$ cat config.mk
export PLATFORM = sky130hd
export DESIGN_NAME = mem_arbiter_flat
export DESIGN_NICKNAME = d
export VERILOG_FILES = /design/src/rtl/mem_arbiter_pkg.sv /design/src/rtl/mem_arbiter_if.sv /design/src/rtl/mem_arbiter_rr_arb2.sv /design/src/rtl/mem_arbiter.sv /design/src/flat_wrapper.sv
export SDC_FILE = /design/constraint.sdc
export NUM_CORES = 1
export LEC_CHECK = 0
export ABC_CLOCK_PERIOD_IN_PS = 2220
export CORE_MARGIN = 5
export CORE_UTILIZATION = 40
export CTS_CLUSTER_SIZE = 16
export DETAILED_ROUTE_END_ITERATION = 8
export MAX_ROUTING_LAYER = met4
export PLACE_DENSITY = 0.86
export SETUP_SLACK_MARGIN = 0.1
export SLEW_MARGIN = 10
export SYNTH_ARGS = -nofsm -noshare
export SYNTH_HDL_FRONTEND = slang
export SYNTH_HIERARCHICAL = 1
export SYNTH_SLANG_ARGS = --single-unit
$ cat constraint.sdc
create_clock -name i_clk -period 2.22 [get_ports i_clk]
set_clock_uncertainty 0.05 [all_clocks]
set_input_delay 0.333 -clock i_clk [delete_from_list [all_inputs] [get_ports i_clk]]
set_output_delay 0.333 -clock i_clk [all_outputs]
set_load 0.05 [all_outputs]
$ cat src/rtl/mem_arbiter_pkg.sv
// Shared constants for the two-port data memory arbiter.
// FSM encodings and the default data width.
package mem_arbiter_pkg;

    localparam int DATA_WIDTH = 32;

    localparam logic [1:0] ST_IDLE   = 2'd0;
    localparam logic [1:0] ST_ACCESS = 2'd1;
    localparam logic [1:0] ST_RESP   = 2'd2;

endpackage

$ cat src/rtl/mem_arbiter_if.sv
// Requester, response and data_memory signals of the arbiter.
// slave is the arbiter side, master is the environment side.
interface mem_arbiter_if
    import mem_arbiter_pkg::*;
#(
    parameter int ADDR_W = 10,
    parameter int DATA_W = DATA_WIDTH
);

    logic              i_req0_valid;
    logic              i_req1_valid;
    logic              o_req0_ready;
    logic              o_req1_ready;
    logic              i_req0_we;
    logic              i_req1_we;
    logic [ADDR_W-1:0] i_req0_addr;
    logic [ADDR_W-1:0] i_req1_addr;
    logic [DATA_W-1:0] i_req0_wdata;
    logic [DATA_W-1:0] i_req1_wdata;

    logic              o_rsp0_valid;
    logic              o_rsp1_valid;
    logic              i_rsp0_ready;
    logic              i_rsp1_ready;
    logic [DATA_W-1:0] o_rsp0_rdata;
    logic [DATA_W-1:0] o_rsp1_rdata;

    logic              o_mem_we;
    logic [ADDR_W-1:0] o_mem_addr;
    logic [DATA_W-1:0] o_mem_wdata;
    logic [DATA_W-1:0] i_mem_rdata;

    logic              o_busy;

    modport slave (
        input  i_req0_valid, i_req1_valid,
        input  i_req0_we, i_req1_we,
        input  i_req0_addr, i_req1_addr,
        input  i_req0_wdata, i_req1_wdata,
        output o_req0_ready, o_req1_ready,
        output o_rsp0_valid, o_rsp1_valid,
        input  i_rsp0_ready, i_rsp1_ready,
        output o_rsp0_rdata, o_rsp1_rdata,
        output o_mem_we, o_mem_addr, o_mem_wdata,
        input  i_mem_rdata,
        output o_busy
    );

    modport master (
        output i_req0_valid, i_req1_valid,
        output i_req0_we, i_req1_we,
        output i_req0_addr, i_req1_addr,
        output i_req0_wdata, i_req1_wdata,
        input  o_req0_ready, o_req1_ready,
        input  o_rsp0_valid, o_rsp1_valid,
        output i_rsp0_ready, i_rsp1_ready,
        input  o_rsp0_rdata, o_rsp1_rdata,
        input  o_mem_we, o_mem_addr, o_mem_wdata,
        output i_mem_rdata,
        input  o_busy
    );

endinterface

$ cat src/rtl/mem_arbiter_rr_arb2.sv
// Two-way round-robin grant, purely combinational.
// ptr picks the winner only when both requesters contend.
module rr_arb2 (
    input  logic       req0,
    input  logic       req1,
    input  logic       ptr,
    output logic [1:0] gnt
);

    always_comb begin
        gnt = 2'b00;
        unique case (1'b1)
            (req0 & req1):  gnt = ptr ? 2'b10 : 2'b01;
            (req0 & ~req1): gnt = 2'b01;
            (~req0 & req1): gnt = 2'b10;
            default:        gnt = 2'b00;
        endcase
    end

endmodule

$ cat src/rtl/mem_arbiter.sv
// Two-requester arbiter in front of a single-port data_memory.
// One transaction in flight: IDLE -> ACCESS -> RESP.
module mem_arbiter
    import mem_arbiter_pkg::*;
#(
    parameter int MEM_SIZE = 1024,
    parameter int ADDR_W   = $clog2(MEM_SIZE),
    parameter int DATA_W   = DATA_WIDTH
) (
    input logic          i_clk,
    input logic          i_rst,
    mem_arbiter_if.slave bus
);

    logic [1:0]        state;
    logic              ptr;
    logic              gid;
    logic              l_we;
    logic [ADDR_W-1:0] l_addr;
    logic [DATA_W-1:0] l_wdata;
    logic [DATA_W-1:0] rdata;
    logic [1:0]        gnt;
    logic              idle;
    logic              resp;
    logic              rsp_hs;

    rr_arb2 u_arb (
        .req0 (bus.i_req0_valid),
        .req1 (bus.i_req1_valid),
        .ptr  (ptr),
        .gnt  (gnt)
    );

    // Hold off grants during reset so no handshake is silently lost.
    assign idle   = (state == ST_IDLE) && !i_rst;
    assign resp   = (state == ST_RESP);
    assign rsp_hs = resp && (gid ? bus.i_rsp1_ready : bus.i_rsp0_ready);

    assign bus.o_req0_ready = idle && gnt[0];
    assign bus.o_req1_ready = idle && gnt[1];

    assign bus.o_rsp0_valid = resp && !gid;
    assign bus.o_rsp1_valid = resp && gid;
    assign bus.o_rsp0_rdata = !gid ? rdata : '0;
    assign bus.o_rsp1_rdata = gid  ? rdata : '0;

    // Store enable masked by reset so an aborted ACCESS writes nothing.
    assign bus.o_mem_we    = (state == ST_ACCESS) && l_we && !i_rst;
    assign bus.o_mem_addr  = l_addr;
    assign bus.o_mem_wdata = l_wdata;
    assign bus.o_busy      = (state != ST_IDLE);

    always_ff @(posedge i_clk) begin
        if (i_rst) begin
            state   <= ST_IDLE;
            ptr     <= 1'b0;
            gid     <= 1'b0;
            l_we    <= 1'b0;
            l_addr  <= '0;
            l_wdata <= '0;
            rdata   <= '0;
        end else begin
            unique case (state)
                ST_IDLE: begin
                    if (gnt[1]) begin
                        gid     <= 1'b1;
                        l_we    <= bus.i_req1_we;
                        l_addr  <= bus.i_req1_addr;
                        l_wdata <= bus.i_req1_wdata;
                        state   <= ST_ACCESS;
                    end else if (gnt[0]) begin
                        gid     <= 1'b0;
                        l_we    <= bus.i_req0_we;
                        l_addr  <= bus.i_req0_addr;
                        l_wdata <= bus.i_req0_wdata;
                        state   <= ST_ACCESS;
                    end
                end
                ST_ACCESS: begin
                    rdata <= bus.i_mem_rdata;
                    state <= ST_RESP;
                end
                ST_RESP: begin
                    if (rsp_hs) begin
                        ptr   <= ~gid;
                        state <= ST_IDLE;
                    end
                end
                default: state <= ST_IDLE;
            endcase
        end
    end

endmodule

$ cat src/flat_wrapper.sv
// flat-port wrapper written by rule: the top's interface ports become plain ports
module mem_arbiter_flat import mem_arbiter_pkg::*;
#(
    parameter int MEM_SIZE = 1024,
    parameter int ADDR_W   = $clog2(MEM_SIZE),
    parameter int DATA_W   = DATA_WIDTH
)
  (i_clk, i_rst, bus_i_req0_valid, bus_i_req1_valid, bus_i_req0_we, bus_i_req1_we, bus_i_req0_addr, bus_i_req1_addr, bus_i_req0_wdata, bus_i_req1_wdata, bus_o_req0_ready, bus_o_req1_ready, bus_o_rsp0_valid, bus_o_rsp1_valid, bus_i_rsp0_ready, bus_i_rsp1_ready, bus_o_rsp0_rdata, bus_o_rsp1_rdata, bus_o_mem_we, bus_o_mem_addr, bus_o_mem_wdata, bus_i_mem_rdata, bus_o_busy);
  mem_arbiter_if #(.ADDR_W(ADDR_W), .DATA_W(DATA_W)) bus_i ();
  input logic i_clk;
  input logic i_rst;
  input wire logic [$bits(bus_i.i_req0_valid)-1:0] bus_i_req0_valid;
  input wire logic [$bits(bus_i.i_req1_valid)-1:0] bus_i_req1_valid;
  input wire logic [$bits(bus_i.i_req0_we)-1:0] bus_i_req0_we;
  input wire logic [$bits(bus_i.i_req1_we)-1:0] bus_i_req1_we;
  input wire logic [$bits(bus_i.i_req0_addr)-1:0] bus_i_req0_addr;
  input wire logic [$bits(bus_i.i_req1_addr)-1:0] bus_i_req1_addr;
  input wire logic [$bits(bus_i.i_req0_wdata)-1:0] bus_i_req0_wdata;
  input wire logic [$bits(bus_i.i_req1_wdata)-1:0] bus_i_req1_wdata;
  output wire logic [$bits(bus_i.o_req0_ready)-1:0] bus_o_req0_ready;
  output wire logic [$bits(bus_i.o_req1_ready)-1:0] bus_o_req1_ready;
  output wire logic [$bits(bus_i.o_rsp0_valid)-1:0] bus_o_rsp0_valid;
  output wire logic [$bits(bus_i.o_rsp1_valid)-1:0] bus_o_rsp1_valid;
  input wire logic [$bits(bus_i.i_rsp0_ready)-1:0] bus_i_rsp0_ready;
  input wire logic [$bits(bus_i.i_rsp1_ready)-1:0] bus_i_rsp1_ready;
  output wire logic [$bits(bus_i.o_rsp0_rdata)-1:0] bus_o_rsp0_rdata;
  output wire logic [$bits(bus_i.o_rsp1_rdata)-1:0] bus_o_rsp1_rdata;
  output wire logic [$bits(bus_i.o_mem_we)-1:0] bus_o_mem_we;
  output wire logic [$bits(bus_i.o_mem_addr)-1:0] bus_o_mem_addr;
  output wire logic [$bits(bus_i.o_mem_wdata)-1:0] bus_o_mem_wdata;
  input wire logic [$bits(bus_i.i_mem_rdata)-1:0] bus_i_mem_rdata;
  output wire logic [$bits(bus_i.o_busy)-1:0] bus_o_busy;
  assign bus_i.i_req0_valid = bus_i_req0_valid;
  assign bus_i.i_req1_valid = bus_i_req1_valid;
  assign bus_i.i_req0_we = bus_i_req0_we;
  assign bus_i.i_req1_we = bus_i_req1_we;
  assign bus_i.i_req0_addr = bus_i_req0_addr;
  assign bus_i.i_req1_addr = bus_i_req1_addr;
  assign bus_i.i_req0_wdata = bus_i_req0_wdata;
  assign bus_i.i_req1_wdata = bus_i_req1_wdata;
  assign bus_o_req0_ready = bus_i.o_req0_ready;
  assign bus_o_req1_ready = bus_i.o_req1_ready;
  assign bus_o_rsp0_valid = bus_i.o_rsp0_valid;
  assign bus_o_rsp1_valid = bus_i.o_rsp1_valid;
  assign bus_i.i_rsp0_ready = bus_i_rsp0_ready;
  assign bus_i.i_rsp1_ready = bus_i_rsp1_ready;
  assign bus_o_rsp0_rdata = bus_i.o_rsp0_rdata;
  assign bus_o_rsp1_rdata = bus_i.o_rsp1_rdata;
  assign bus_o_mem_we = bus_i.o_mem_we;
  assign bus_o_mem_addr = bus_i.o_mem_addr;
  assign bus_o_mem_wdata = bus_i.o_mem_wdata;
  assign bus_i.i_mem_rdata = bus_i_mem_rdata;
  assign bus_o_busy = bus_i.o_busy;
  mem_arbiter #(.MEM_SIZE(MEM_SIZE), .ADDR_W(ADDR_W), .DATA_W(DATA_W)) u_core (.i_clk(i_clk), .i_rst(i_rst), .bus(bus_i));
endmodule
; Word-level counts from Yosys, hierarchy flattened
; Cells that the tools add are included.
[totals]
word_cells = 50
input_bits = 124
reg_bits = 79
[op_classes]
bitwise_logic = 6
n_mux = 17
reduce_logical = 16
eq_ne = 4
[op_table]
columns = operator, n
row1 = 32-bit 2-to-1 mux, 4
row2 = 10-bit 2-to-1 mux, 2
row3 = 2-bit one-hot mux with 3 select lines, 2
row4 = 1-bit logical AND, 8
row5 = 2-bit 2-to-1 mux, 4
row6 = 2-bit AND reduction, 3
row7 = 1-bit 2-to-1 mux, 5
row8 = 2-bit nonzero test, 2
row9 = 1-bit AND, 3
row10 = "3-bit by 1-bit inequality test with 1-bit output, second input constant", 1
row11 = 1-bit inverter, 3
row12 = "2-bit by 1-bit equality test with 1-bit output, second input constant", 1
row13 = "2-bit equality test, second input constant", 1
row14 = 1-bit logical NOT, 2
row15 = 2-bit logical NOT, 1
row16 = "2-bit inequality test, second input constant", 1

; Logic depth before layout (Yosys ltp)
; Gate-level depths: netlist of the first run.
[depth]
depth_word = 6
depth_mapped = 7

; Modules after synthesis
; The synthesis of the first run kept the hierarchy.
[by_module_without_submodules]
columns = module, area_per_inst_um2, n_inst, seq_area_each_um2, cells_each
row1 = mem_arbiter, 3768.6, 1, 1581.5, 434
row2 = rr_arb2, 18.8, 1, 0.0, 3

; Worst setup path before layout of the first run
; No wires, ideal clock.
[synth_timing]
path_type = reg2out
from = register u_core.ptr
to = output bus_o_req1_ready
stages_incl_launch_ff = 6
arrival_time_ns = 2.112
path_slack_ns = -0.275
t_required_ns = 1.837
n_path_buf = 2
cell_sequence = dfxtp_1 > inv_1 > a21boi_1 > buf_6 > buf_4 > nor3b_1
[synth_between]
elab_chain_cells = 3
[synth_rtl]
columns = item, line_no
row1 = start: declaration, mem_arbiter.sv:16  ; logic ptr;
row2 = start signal: assignment, mem_arbiter.sv:85  ; ptr <= ~gid;
row3 = 2-bit 2-to-1 mux, mem_arbiter_rr_arb2.sv:13  ; (req0 & req1): gnt = ptr ? 2'b10 : 2'b01;
row4 = 2-bit one-hot mux with 3 select lines, mem_arbiter_rr_arb2.sv:12  ; unique case (1'b1)
row5 = net u_core.gnt[1], mem_arbiter.sv:22  ; logic [1:0] gnt;
row6 = 1-bit logical AND, mem_arbiter.sv:40  ; assign bus.o_req1_ready = idle && gnt[1];
row7 = end: declaration, flat_wrapper.sv:21  ; output wire logic [$bits(bus_i.o_req1_ready)-1:0] bus_o_req1_ready;
; The timed path passes the listed nets, and every way through them passes these cells.

; Worst setup path in the final report of the first run
[layout_timing]
from = input bus_i_req0_valid
to = output bus_o_req0_ready
[layout_between]
elab_chain_cells = 4
elab_cells_between_ends = 6
cone_classes = 1 x mux / 4 x bitwise / 1 x reduce/logical
[layout_rtl]
columns = item, line_no
row1 = start: declaration, flat_wrapper.sv:12  ; input wire logic [$bits(bus_i.i_req0_valid)-1:0] bus_i_req0_valid;
row2 = 1-bit inverter, mem_arbiter_rr_arb2.sv:15  ; (~req0 & req1): gnt = 2'b10;
row3 = 1-bit AND, mem_arbiter_rr_arb2.sv:15
row4 = 2-bit one-hot mux with 3 select lines *, mem_arbiter_rr_arb2.sv:12
row5 = net u_core.gnt[0], mem_arbiter.sv:22
row6 = 1-bit logical AND *, mem_arbiter.sv:39  ; assign bus.o_req0_ready = idle && gnt[0];
row7 = end: declaration, flat_wrapper.sv:20  ; output wire logic [$bits(bus_i.o_req0_ready)-1:0] bus_o_req0_ready;
; Mark *: on every way through the listed nets, which the timed path passes. The rest lies on a longest branch.

==> metrics.yaml, run 1 <==
grt_util_met1: 0.2399
grt_max_degree: 71
setup_viol: 0
fillers: 683
post_dp_cell_area_um2: 6474
first_pass_iters: 5
overflow: 0
die_area_um2: 11510
cts_num_sinks: 79
synth_area_per_cell_um2: 8.667
synth-edff-count: 0
rows: 35
initial_core_util: 0.4099
ys.flop_type: "dfxtp_1"
ir_drop_uv: 391.7
slowest_delay_ns: 0.52
total_power_w: 0.004527
coreArea_um2: 9240
hp-class: "primary input to flop"
routed_wl_um: 12650
crit_family: "buffers and inverters"
busiest_layer: "met2"
worst_setup_path_end_kind: "primary output"
layout_worst_path_cycle_share: 0.8860
yosysSeqAreaShare: 0.4176
ios: 236
path_cells: "clkdlybuf4s50_1, a21boi_1, nor3b_2, buf_12"
wl_per_cell_um: 16.10
num_antenna_cells: 0
slew_viol_final: 0
via_per_inst: 4.999
worstPathMaxFanout: 3
yosysWarnings: 6
fin_crit_ns: 1.967
slew_headroom: 0.6280
dp_cells: 770
tightest_slew_ns: 0.5562
worst_ep_required_time_ns: 1.84
vias: 3929
cts_tree: "done"
rsz0062_at_grt: "no"
post-dp-hpwl_um: 9936
die_w_um: 107.3
cts_buffers: 9
clockBufferDepth: 2
grt_use_met2: 0.3803
layout_common_cells: "clkdlybuf4s50_1, a21oi_1, dfxtp_1, nand2_1, mux2i_1"
async_flop_share: 0
area_growth_pct: 77.63
final_common_cell: "clkdlybuf4s50_1"
clkLatencyLatePin_ns: 0.33
outcome: "complete, no violations"
fmax_ghz: 0.5084
grt_pass1_wl_um: 19340
max_cap_viol_count: 0
syn_area_um2: 3787
syn_nets: 561
start_kind: "primary input"
place_congestion: 0.7992
io_buffers: 235
grt_pass1_vias: 3945
yosysUniqueCellTypes: 27
post_cts_buffers: 0
hold_viol_final: 0
clkTransAtPathRegs_ns: 0.08
fin_nets: 776
final_area_um2: 6728
tns_ns: 0
fp.dieH_um: 107.3
cts_max_level: 3
post-route-util: 0.7281
drt_iter0_drc: 110
holdBufCountCts: 0
drc: 0
ant_nets: 0
antenna_found_initial: 0
finalNonFillerCells: 786
slowest_stage: "clkdlybuf4s50_1"
grt_use_met3: 0.05639
power.leakage_nw: 2.607
cts_root_buffer: "clkbuf_8"
drive_above_1_share: 0.1689
cp.arrival_ns: 1.58
post_cts_resized: 0
critical_path_buf_inv_count: 2
ys_ff_latch: 79
synthCells: 437
power.density_nw_per_um2: 672.8
crit_type: "primary input to primary output"
grt_usage: 0.2168
## metal layers
layer,share of wire,wire [um]
met5,0,0
met4,0.018,223
met3,0.092,1166
met2,0.49,6260
met1,0.40,5002
## layout make-up
| type | instances | area, um2 | area share |
|---|---|---|---|
| timing repair buffer | 246 | 2743 | 0.4077 |
| multi-input combinational | 313 | 1976 | 0.2937 |
| sequential | 79 | 1583 | 0.2353 |
| tap | 129 | 161.4 | 0.02399 |
| clock buffer | 10 | 137.6 | 0.02046 |
| clock inverter | 6 | 116.4 | 0.01730 |
| inverter | 3 | 11.26 | 0.001674 |
## Yosys cell counts, drive strengths merged (2+ instances only)
cell	n	area share
mux2i	44	0.12
nor2	4	0.0086
inv	3	0.0030
a211oi	43	0.088
nand2	65	0.064
nor2b	35	0.058
dfxtp	79	0.42
a21oi	78	0.10
clkbuf	12	0.012
buf	30	0.054
and2	33	0.055
a21boi	2	0.0040
nor3b	3	0.0059
## flip-flops by register name (all words and copies together), names as in the netlist
name                    flops
u_core/l_we                 1
u_core/bus.o_mem_wdata     32
u_core/state                2
u_core/ptr                  1
u_core/rdata               32
u_core/gid                  1
u_core/bus.o_mem_addr      10
## cells by family after synthesis
kind of cell,count (synthesis),share of synthesized area
mux,44,0.1163
buf+inv,45,0.06838
compound gates,125,0.2002
flops,79,0.4176
simple gates,144,0.1976
## final timing paths
kind / start / endpoint / slack, ns / cells after the start
hold reg to reg: u_core/rdata[8]$_SDFFE_PP0N_ / u_core/rdata[8]$_SDFFE_PP0N_ / 0.42 / 2
setup reg to reg: u_core/ptr$_SDFFE_PP0P_ / u_core/bus.o_mem_addr[4]$_SDFFE_PP0P_ / 0.51 / 6
setup / recovery: bus_i_req0_valid / bus_o_req0_ready / 0.25 / 4
hold / removal: i_rst / u_core/rdata[3]$_SDFFE_PP0N_ / 0.38 / 2
## power breakdown
group | total [W] | leakage, nW | internal, W | switching (W)
logic | 0.00157 | 1.83 | 0.000634 | 0.000936
registers | 0.00164 | 0.651 | 0.00156 | 0.0000864
clock network | 0.00131 | 0.127 | 0.000786 | 0.000529
## per-stage QoR
stage	hold slack (ns)	worst slack [ns]
6_report	0.3832	0.2531
5_1_grt	0.3861	0.1689
4_1_cts	0.3716	0.1564
3_5_place_dp	0.4086	0.07115
3_3_place_gp	0.3979	0.1665
2_1_floorplan	0.3902	0.2250
Note: power is estimated with default switching activity, not from simulation.
==> run 2, diff against run 1 <==
ABC_AREA = 1   (was default)
CELL_PAD_IN_SITES_DETAIL_PLACEMENT = 1   (was default)
CELL_PAD_IN_SITES_GLOBAL_PLACEMENT = 1   (was default)
CORE_UTILIZATION = 26   (was 40)
PLACE_DENSITY = default   (was 0.86)
PLACE_DENSITY_LB_ADDON = 0.1   (was default)
==> metrics.yaml, run 2 <==
ir_drop_uv: 327.2  # -16%
post-dp-hpwl_um: 11530  # +16%
rows: 44  # +26%
synthAdderAreaFrac: 0  # unchanged
p_switching_w: 0.001756  # +13%
yosysUniqueCellTypes: 18  # -33%
seqPwrFrac: 0.351  # -0.012
synth.top_cell.area_share: 0.4181  # +0.0005525
slew_viol_final: 0  # unchanged
path_cells: "clkdlybuf4s50_1, inv_1, a21oi_1, nand2_1, nor2_1, buf_12"
synth_top_family_by_area: "simple AND/OR/NAND/NOR gates"
drc: 0  # unchanged
clockPowerShare: 0.283  # -0.007
area_growth_pct: 70.36
holdPathEnd: "u_core/rdata[9]$_SDFFE_PP0N_"
syn_nets: 730  # +30%
p_comb_frac: 0.366  # +0.019
holdBufCountCts: 0  # unchanged
r2r_cells: 6  # unchanged
clockBufferDepth: 2  # unchanged
ys_ff_latch: 79  # unchanged
cts_tree: "done"
power.leakage_nw: 3.224  # +24%
clkLatencyLatePin_ns: 0.33  # about the same
wl_met3_um: 1142  # -2.1%
hold_viol_final: 0  # unchanged
layout_common_cells: "nand2_1, clkdlybuf4s50_1, nor2_1, dfxtp_1, inv_1"
yosysSeqAreaShare: 0.4181  # +0.0005525
synthCells: 606  # +39%
start_kind: "primary input"
synth-simple-area-share: 0.3106  # +0.1131
hp-class: "flop to flop"
rsz0062_at_grt: "yes"
cts_num_sinks: 79  # unchanged
fmax_ghz: 0.4902  # -3.6%
synth-edff-count: 0  # unchanged
overflow: 0  # unchanged
setup_viol: 0  # unchanged
worstPathMaxFanout: 2  # -1
post_cts_buffers: 0  # unchanged
max_cap_viol_count: 0  # unchanged
grt_pass1_wl_um: 23490  # +21%
yosysWarnings: 6  # unchanged
fin_nets: 949  # +22%
hold_start: "u_core/rdata[9]$_SDFFE_PP0N_"
place_congestion: 0.7778  # -2.7%
cts_max_level: 3  # unchanged
tns_ns: 0  # unchanged
worst_setup_path_end_kind: "primary output"
synth_compound_area_frac: 0.1469  # -0.05332
synth_area_leader_cell: "dfxtp_1"
io_buffers: 235  # unchanged
grt_max_degree: 66  # -7.0%
synth_xor_area_frac: 0  # unchanged
worst_ep_required_time_ns: 1.84  # about the same
initial_core_util: 0.2622  # -0.1477
wirelength_met1_um: 6102  # +22%
cp.arrival_ns: 1.66  # +0.08 ns
synth_most_common_cell: "nand2_1"
synth.area.top_cells: "dfxtp_1, nand2_1, nor2_1"
grt_pass1_vias: 4896  # +24%
fin_crit_ns: 2.040  # +0.07318 ns
final_common_cell: "nand2_1"
slowest_stage: "clkdlybuf4s50_1"
routed_wl_um: 14860  # +17%
reg2reg_to: "u_core/gid$_SDFFE_PP0P_"
crit_type: "primary input to primary output"
min_path_cells: 2  # unchanged
die_w_um: 130.6  # +22%
via_per_inst: 4.444  # -11%
reg2reg_from: "u_core/ptr$_SDFFE_PP0P_"
outcome: "complete, no violations"
muxShareOfSynthArea: 0  # -0.1163
slew_headroom: 0.6184  # -0.009633
cts_root_buffer: "clkbuf_16"
whs_ns: 0.4196  # +0.03633 ns
top_layer_used: "met4"
first_pass_iters: 4  # -1
internal_power_w: 0.002990  # +0.48%
async_flop_share: 0  # unchanged
ys.flop_type: "dfxtp_1"
swShare: 0.3700  # +0.02742
grt_usage: 0.1776  # -0.03926
clkTransAtPathRegs_ns: 0.06  # -0.02 ns
synthTopCellsByCount: "nand2_1, nor2_1, dfxtp_1"
ant_nets: 0  # unchanged
antenna_found_initial: 0  # unchanged
num_antenna_cells: 0  # unchanged
wl_met2_um: 7251  # +16%
slowest_delay_ns: 0.45  # -0.07 ns
die_area_um2: 17060  # +48%
tightest_slew_ns: 0.5724  # +0.01619 ns
vias: 4497  # +14%
coreArea_um2: 14420  # +56%
drt_iter0_drc: 177  # +61%
synth_area_per_cell_um2: 6.242  # -28%
ios: 236  # unchanged
layout_worst_path_cycle_share: 0.9190  # +0.03296
drive_above_1_share: 0.08575  # -0.08320
reg2reg_slack_ns: 0.56  # +0.05 ns
wl_per_cell_um: 14.69  # -8.8%
syn_area_um2: 3782  # -0.13%
cts_buffers: 9  # unchanged
fp.dieH_um: 130.6  # +22%
power.density_nw_per_um2: 736.6  # +9.5%
run 2: worst max path at each step:
| stage | startpoint | end | slack, ns | cells after the start |
|---|---|---|---|---|
| floorplan | i_rst | bus_o_req0_ready | 0.31 | 5 |
| global placement | bus_i_req0_valid | u_core/gid$_SDFFE_PP0P_ | 0.07 | 9 |
| detailed placement | bus_i_req0_valid | u_core/bus.o_mem_wdata[30]$_SDFFE_PP0P_ | 0.08 | 10 |
| CTS | bus_i_req1_valid | bus_o_req1_ready | 0.16 | 6 |
| global route | bus_i_req0_valid | bus_o_req0_ready | 0.06 | 6 |
| finish | bus_i_req0_valid | bus_o_req0_ready | 0.18 | 6 |
run 2: worst max-delay path, delay by kind of cell:
kind / cells / cell delay [ns]
AO/OA/AOI/OAI: 1 / 0.33
buffers and inverters: 3 / 0.67
AND/OR/NAND/NOR: 2 / 0.32
run 2: routing by layer:
| layer | vias to the layer above | GRT usage |
|---|---|---|
| met2 | 144 | 0.3014 |
| li1 | 2272 | - |
| met4 | 0 | 0.06292 |
| met5 | - | - |
| met1 | 2058 | 0.2016 |
| met3 | 23 | 0.04756 |
run 2: layout make-up:
type,count,area (um2)
Timing Repair Buffer,247,2357
Clock buffer,13,260.3
Fill cell,1884,7980
Multi-Input combinational cell,416,1735
Tap cell,184,230.2
Clock inverter,1,5.005
Sequential cell,79,1583
Inverter,72,272.8
run 2: timing repair:
item,CTS,global route
endpoints found under the setup margin,32,2
endpoints found under the hold margin,0,0
gates resized for setup,32,1
run 2: logic make-up after synthesis:
logic type | Yosys count
buffers and inverters | 111
AND/OR/NAND/NOR | 305
AO/OA/AOI/OAI | 111
flip-flops | 79
run 2: stage by stage:
| step | worst slack, ns | instance area [um2] | power (W) | utilization | instances |
|---|---|---|---|---|---|
| after floorplan | 0.3064 | 3782 | 0.002768 | - | 606 |
| after global placement | 0.07111 | 6216 | 0.003461 | 0.4310 | 998 |
| after detailed placement | 0.07501 | 6216 | 0.003495 | 0.4310 | 998 |
| after CTS | 0.1557 | 6441 | 0.004836 | 0.4466 | 1012 |
| after global routing | 0.05985 | 6444 | 0.005035 | 0.4467 | 1012 |
| final | 0.1799 | 6444 | 0.004746 | 0.4467 | 1012 |
run 2: power groups by stage:
stage               sequential (W)  clock (W)  combinational [W]
floorplan                  0.00202          0           0.000748
global placement           0.00169          0            0.00177
detailed placement         0.00170          0            0.00180
CTS                        0.00167    0.00140            0.00176
global route               0.00169    0.00148            0.00187
finish                     0.00167    0.00134            0.00174
==> run 3, diff against run 2 <==
GPL_ROUTABILITY_DRIVEN = 0   (was default)
==> results of run 3 <==
Same layout as run 2: the final DEF is identical, and so are final timing and power.
